## src/rtl/div8_4_seq.sv

```systemverilog
// Restoring divider: one quotient bit per clock, start/busy/done handshake, divide-by-zero flagged.
// Latency: accept edge N -> done high after edge N+WA+1 (N+1 for a zero divisor); start ignored outside IDLE.
module div8_4_seq #(
    parameter int WA = 8,
    parameter int WB = 4
) (
    input  logic          clk,
    input  logic          rst,
    input  logic          start,
    input  logic [WA-1:0] dividend,
    input  logic [WB-1:0] divisor,
    output logic          busy,
    output logic          done,
    output logic [WA-1:0] quotient,
    output logic [WB-1:0] remainder,
    output logic          dbz
);

    localparam int CW = (WA > 1) ? $clog2(WA) : 1;
    localparam logic [CW-1:0] CNT_LAST = CW'(WA - 1);

    typedef enum logic [1:0] {IDLE, RUN, DONE} state_t;

    state_t        state_q;
    logic [WA-1:0] q_q;
    logic [WB-1:0] d_q;
    logic [WB-1:0] r_q;
    logic [CW-1:0] cnt_q;
    logic          busy_q;
    logic          done_q;
    logic [WA-1:0] quot_q;
    logic [WB-1:0] rem_q;
    logic          dbz_q;

    logic [WB:0]   step_t;
    logic          step_ge;
    logic [WA-1:0] q_d;
    logic [WB-1:0] r_d;

    // The extra remainder bit only lives in the trial value; after a restoring
    // step the remainder is always below the divisor and fits in WB bits.
    always_comb begin
        step_t  = {r_q, q_q[WA-1]};
        step_ge = (step_t >= {1'b0, d_q});
        r_d     = step_ge ? (step_t[WB-1:0] - d_q) : step_t[WB-1:0];
        q_d     = {q_q[WA-2:0], step_ge};
    end

    always_ff @(posedge clk or negedge rst) begin
        if (!rst) begin
            state_q <= IDLE;
            q_q     <= '0;
            d_q     <= '0;
            r_q     <= '0;
            cnt_q   <= '0;
            busy_q  <= 1'b0;
            done_q  <= 1'b0;
            quot_q  <= '0;
            rem_q   <= '0;
            dbz_q   <= 1'b0;
        end else begin
            case (state_q)
                IDLE: begin
                    done_q <= 1'b0;
                    if (start) begin
                        if (divisor != '0) begin
                            q_q     <= dividend;
                            d_q     <= divisor;
                            r_q     <= '0;
                            cnt_q   <= '0;
                            busy_q  <= 1'b1;
                            state_q <= RUN;
                        end else begin
                            quot_q  <= '1;
                            rem_q   <= '0;
                            dbz_q   <= 1'b1;
                            state_q <= DONE;
                        end
                    end
                end
                RUN: begin
                    q_q   <= q_d;
                    r_q   <= r_d;
                    cnt_q <= cnt_q + CW'(1);
                    if (cnt_q == CNT_LAST) begin
                        quot_q  <= q_d;
                        rem_q   <= r_d;
                        dbz_q   <= 1'b0;
                        busy_q  <= 1'b0;
                        state_q <= DONE;
                    end
                end
                DONE: begin
                    done_q  <= 1'b1;
                    state_q <= IDLE;
                end
                default: state_q <= IDLE;
            endcase
        end
    end

    assign busy      = busy_q;
    assign done      = done_q;
    assign quotient  = quot_q;
    assign remainder = rem_q;
    assign dbz       = dbz_q;

endmodule

```

## config.mk

```make
export PLATFORM = sky130hd
export DESIGN_NAME = div8_4_seq
export DESIGN_NICKNAME = d
export VERILOG_FILES = /design/src/rtl/div8_4_seq.sv
export SDC_FILE = /design/constraint.sdc
export NUM_CORES = 1
export LEC_CHECK = 0
export CAP_MARGIN = 20
export CORE_MARGIN = 10
export CORE_UTILIZATION = 52
export DETAILED_ROUTE_END_ITERATION = 8
export HOLD_SLACK_MARGIN = 0.05
export PLACE_DENSITY_LB_ADDON = 0.25
export SYNTH_ARGS = -nofsm -noshare
export SYNTH_HDL_FRONTEND = slang
export SYNTH_SLANG_ARGS = --single-unit
```

## constraint.sdc

```tcl
create_clock -name clk -period 2.4 [get_ports clk]
set_input_delay 0.48 -clock clk [delete_from_list [all_inputs] [get_ports clk]]
set_output_delay 0.48 -clock clk [all_outputs]
set_load 0.05 [all_outputs]
```

==> flow_summary.json, run 1 <==
{
  "outcome": "completed",
  "finalSetupViolations": 0,
  "leakage_uw": 0.000946,
  "crit_path_end_kind": "output pin",
  "holdCritStartpoint": "done",
  "synth_cells": 176,
  "drc_errors": 0,
  "setup_tns_ns": 0,
  "fp.coreArea_sq_um": 3280,
  "crit_buf_inv": 1,
  "cp-start-kind": "register",
  "die_h_um": 78,
  "io_buffers": 29,
  "cts_tree": "done",
  "worstSetupPathType": "reg2out",
  "clockRootBuffer": "clkbuf_4",
  "yosysSeqAreaShare_pct": 51.5,
  "crit_chain": "clkdlybuf4s50_1",
  "h-tree-depth": 2,
  "wl_per_cell_um": 14.0,
  "crit_fanout": 3,
  "cap_viol_max_count": 0,
  "firstDrtPassIters": 4,
  "critPathSlowestCell": "clkdlybuf4s50_1",
  "period_share_pct": 83.8,
  "peakVddDrop_mv": 0.684,
  "slew-limit-headroom_pct": 40.8,
  "drt-total-wl_mm": 3.61,
  "synth_ff_type": "dfrtp_1",
  "clk_latency_ns": 0.34,
  "ys_types": 34,
  "hp-class": "reg2reg",
  "yosys_register_bits": 36,
  "num-nets-final": 233,
  "cp.required_ns": 1.92,
  "critPathLaunch": "busy",
  "grt_remaining_overflow": 0,
  "worstRegToRegCells": 6,
  "viasPerCell": 5.28,
  "syn-num-nets": 198,
  "dr_total_vias": 1363,
  "cts.sinks": 36,
  "period_needed_ns": 2.01,
  "max_freq_mhz": 497,
  "synth_edf_count": 0,
  "drt_iter0_markers": 63,
  "grt_antenna_before_repair": 0,
  "timing.final.hold_violations": 0,
  "cts_made_buffers": 5,
  "total_power_uw": 3190,
  "worstReg2RegEnd": "remainder[0]",
  "track_usage_pct": 13.0,
  "cp.arrival_ns": 1.53,
  "syn_area_per_cell_sq_um": 9.94,
  "clkTransAtPathRegs_ns": 0.10,
  "min_to": "done",
  "die_area_sq_um": 6080,
  "tightest_slew_ns": 0.884,
  "syn_area_sq_um": 1750,
  "rr_startpoint": "r_q[1]",
  "n_antenna_cell": 0,
  "fp.dieW_um": 78,
  "whs_path_depth": 2,
  "rsz0062_at_grt": "no",
  "rrSetupSlack_ns": 0.39,
  "fin_worst_skew_ns": 0.0109,
  "hpwl_mm": 2.75,
  "drive_above_1_share_pct": 13.2,
  "power-per-cell-area_nw_per_um2": 1480,
  "cts_setup_buffers": 0,
  "grt_max_degree": 37,
  "grt_pass1_wl_mm": 6.53,
  "ys_warn_count": 0,
  "area_delta_synth_final_pct": 23.2,
  "ant_nets": 0,
  "cts_resized": 0,
  "initial_core_util_pct": 53.3,
  "hold_buffers": 0,
  "rows": 21,
  "slowest_delay_ns": 0.81,
  "routabilityCongestion": 0.809,
  "critPathTopFamily": "buffers and inverters",
  "grt_pass1_vias": 1460,
  "finalMaxSlewViolations": 0,
  "clk_path_buf_depth": 2,
  "io_pins": 30,
  "synthArstFlopShare_pct": 100
}
[how the worst max path moves through the flow]
stage                     endpoint  cells past startpoint
after floorplan             r_q[1]                      6
after CTS                     busy                      1
after global routing        r_q[1]                      6
after detailed placement    q_q[2]                      5
final                         busy                      1
after global placement      q_q[0]                      6
[state kept, by name, indices dropped and copies added, names as in the netlist]
signal,count
q_q,8
dbz,1
d_q,4
done,1
busy,1
r_q,4
remainder,4
state_q,2
cnt_q,3
quotient,8
[metrics by stage]
stage | worst slack [ns] | cells | util [%] | hold WS, ns | instance area (sq um)
after detailed placement | 0.0907 | 250 | 63.8 | 0.484 | 2100
after global routing | 0.232 | 258 | 65.6 | 0.537 | 2150
after CTS | 0.364 | 258 | 65.6 | 0.507 | 2150
final | 0.389 | 258 | 65.6 | 0.503 | 2150
after floorplan | 0.629 | 176 | - | 0.184 | 1750
after global placement | 0.148 | 250 | 63.8 | 0.474 | 2100
[power by group]
group	internal [uW]	switching, uW
combinational	730	1050
clock	145	191
sequential	880	186
total	1760	1430
[cell usage after synthesis, types with 2 or more instances]
| library cell | count | share of area, % |
|---|---|---|
| mux2_2 | 4 | 2.6 |
| o21ai_0 | 10 | 2.9 |
| buf_4 | 2 | 0.86 |
| o21a_1 | 2 | 0.86 |
| buf_6 | 2 | 1.3 |
| a31oi_1 | 11 | 3.9 |
| a21oi_2 | 2 | 1.0 |
| o22ai_1 | 3 | 1.1 |
| dfrtp_1 | 36 | 52 |
| a22o_2 | 2 | 1.1 |
| mux2i_1 | 2 | 1.1 |
| nand2_1 | 28 | 6.0 |
| clkbuf_1 | 3 | 0.64 |
| nor2_1 | 27 | 5.8 |
| inv_1 | 10 | 2.1 |
| a21oi_1 | 8 | 2.3 |
| ha_1 | 6 | 4.3 |
| nand3_1 | 2 | 0.57 |
[placed cells by master (no fill, tap or decap)]
cell type	Yosys	routed
a211oi_2	1	1
a21o_1	1	1
a21o_2	1	1
a21oi_1	8	8
a21oi_2	2	2
a22o_2	2	2
a31oi_1	11	11
and2b_1	1	1
buf_4	2	7
clkbuf_1	3	2
clkbuf_4	0	5
clkbuf_8	0	1
clkdlybuf4s50_1	0	29
dfrtp_1	36	36
fa_1	1	1
ha_1	6	6
inv_1	10	10
mux2_2	4	4
mux2i_1	2	2
nand2_1	28	28
nand3_1	2	2
nand3b_1	1	1
nor2_1	27	27
nor2b_1	1	1
nor4_4	1	1
nor4b_4	1	1
o21a_1	2	2
o21ai_0	10	10
o21bai_1	1	1
o22ai_1	3	3
o22ai_2	1	1
o31a_1	1	1
or2_2	1	1
or4_4	1	1
xnor2_1	1	1
[logic make-up after synthesis]
group / synth area share (%)
and+or+nand+nor: 17.2
muxes: 3.72
DFF: 51.5
adders and majority gates: 5.44
xor gates and xnor gates: 0.501
AOI/OAI and AO/OA: 16.5
buffers and inverters: 5.22
[area by class of cell]
| cell class | instances | area [sq um] |
|---|---|---|
| Clock buffer | 8 | 58.8 |
| Tap cell | 46 | 57.6 |
| Multi-Input combinational cell | 122 | 757 |
| Fill cell | 283 | 1130 |
| Sequential cell | 36 | 901 |
| Inverter | 10 | 37.5 |
| Timing Repair Buffer | 36 | 343 |
[routing by layer]
metal | share of wire (%) | track usage, % | vias up
li1 | - | - | 671
met1 | 46 | 15.0 | 661
met2 | 48 | 21.5 | 25
met3 | 5.0 | 4.84 | 6
met4 | 1.4 | 5.02 | 0
met5 | 0 | 0 | -
(Power assumes the default switching activity.)
==> run 2, diff against run 1 <==
- CORE_UTILIZATION: 52 -> 47
- clock period: 2.4 -> 1.8 ns (I/O delays scaled with it)
==> flow_summary.json, run 2 (same netlist as run 1, synthesis figures left out) <==
{
  "outcome": "completed",
  "cp.required_ns": 1.96,
  "io_buffers": 29,
  "grt_max_degree": 37,
  "die_h_um": 81.0,
  "wl_per_cell_um": 16.0,
  "drt-total-wl_mm": 4.36,
  "switching_share_pct": 44.1,
  "crit_fanout": 4,
  "initial_core_util_pct": 48.1,
  "final_common_cell": "dfrtp_1",
  "hpwl_mm": 3.09,
  "hold_buffers": 0,
  "internal-power_uw": 2770,
  "rows": 22,
  "seqPwrFrac_pct": 29.2,
  "viasPerCell": 5.33,
  "leakage_uw": 0.00105,
  "fillers": 309,
  "grt_pass1_wl_mm": 7.26,
  "drt_iter0_markers": 67,
  "grt_pass1_vias": 1598,
  "p_clk_share_pct": 11.0,
  "clockRootBuffer": "clkbuf_8",
  "cts.sinks": 36,
  "max_freq_mhz": 562,
  "clk_path_buf_depth": 2,
  "hp-class": "in2async",
  "fin_worst_skew_ns": 0.00438,
  "period_share_pct": 98.9,
  "switchingPower_uw": 2190,
  "routabilityCongestion": 0.823,
  "share_comb_of_total_power_pct": 59.8,
  "rsz0062_at_grt": "yes",
  "cts_made_buffers": 5,
  "drive_above_1_share_pct": 30.8,
  "finalSetupViolations": 0,
  "crit_path_end_kind": "register",
  "grt_remaining_overflow": 0,
  "layout_common_cells": "36 x dfrtp_1, 33 x buf_4, 26 x nand2_1, 26 x nor2_1, 11 x clkdlybuf4s50_1",
  "die_area_sq_um": 6560,
  "final_area_sq_um": 2330,
  "cp.arrival_ns": 1.94,
  "dp_cells": 263,
  "n_antenna_cell": 0,
  "ant_nets": 0,
  "cap_viol_max_count": 0,
  "fin_cells": 272,
  "h-tree-depth": 2,
  "io_pins": 30,
  "num-nets-final": 246,
  "period_needed_ns": 1.78,
  "worstSetupPathType": "reg2reg",
  "peakVddDrop_mv": 1.12,
  "cp-start-kind": "register",
  "firstDrtPassIters": 4,
  "fp.dieW_um": 81.0,
  "fp.coreArea_sq_um": 3630,
  "power-per-cell-area_nw_per_um2": 2130,
  "clk_latency_ns": 0.29,
  "clkTransAtPathRegs_ns": 0.07,
  "slew-limit-headroom_pct": 60.5,
  "grt_antenna_before_repair": 0,
  "finalMaxSlewViolations": 0,
  "finalCoreUtilization_pct": 64.0,
  "track_usage_pct": 13.9,
  "tightest_slew_ns": 0.592,
  "timing.final.hold_violations": 0,
  "drc_errors": 0,
  "area_delta_synth_final_pct": 33.0,
  "dr_total_vias": 1449,
  "placed_area_sq_um": 2160,
  "cts_tree": "done"
}
run 2: per-stage QoR:
stage	power (uW)	TNS (ns)	hold slack (ns)	setup slack (ns)
finish	4950	0	0.492	0.0198
global route	5330	-0.362	0.524	-0.0594
CTS	4710	0	0.495	0.000457
detailed placement	4060	-9.07	0.478	-0.489
global placement	3940	-7.40	0.473	-0.337
floorplan	3210	0	0.0644	0.0293
run 2: worst max-delay path: stages (launching register included):
cell     delay [ns]
dfrtp_1        0.38
inv_1          0.08
ha_2           0.28
nor2b_1        0.14
o21a_1         0.16
o21a_2         0.20
mux2i_2        0.29
o22ai_2        0.13
run 2: final cells by class:
cell class / count / area (sq um) / area share [%]
multi-input cells: 122 / 835 / 35.9
flip-flops and latches: 36 / 901 / 38.7
well taps: 48 / 60.1 / 2.58
repair buffers: 49 / 415 / 17.9
clock inverters: 1 / 5.00 / 0.215
clock buffers: 6 / 72.6 / 3.12
inverters: 10 / 37.5 / 1.61
run 2: power by group through the flow:
| stage | sequential (uW) | combinational (uW) | clock, uW |
|---|---|---|---|
| floorplan | 1800 | 1420 | 0 |
| global placement | 1420 | 2510 | 0 |
| detailed placement | 1440 | 2620 | 0 |
| CTS | 1440 | 2720 | 549 |
| global route | 1500 | 3240 | 584 |
| finish | 1450 | 2960 | 545 |
run 2: routing by layer:
metal | routed length, um | vias to the layer above | track usage [%]
met5 | 0 | - | 0
met4 | 35 | 0 | 4.15
met3 | 266 | 4 | 5.30
met2 | 2190 | 32 | 23.6
met1 | 1870 | 717 | 16.1
li1 | - | 696 | -
run 2: worst paths after layout:
kind	start	to	slack (ns)	cells after the start
hold / removal	rst	r_q[3]	0.49	2
min in group clk	done	done	0.49	2
max in group asynchronous	rst	remainder[3]	0.96	2
setup / recovery	q_q[7]	remainder[2]	0.02	7
setup reg to reg	q_q[7]	remainder[2]	0.02	7
hold reg to reg	done	done	0.49	2
run 2: timing repair:
action,CTS,global route
setup endpoints to repair,16,12
hold endpoints to repair,0,0
pin swaps,5,2
gates resized for setup,9,14
buffers inserted,2,1
==> run 3, diff against run 2 <==
- CAP_MARGIN: 20 -> not set
==> results of run 3 <==
No change in the layout: final DEF, timing and power equal those of run 2.
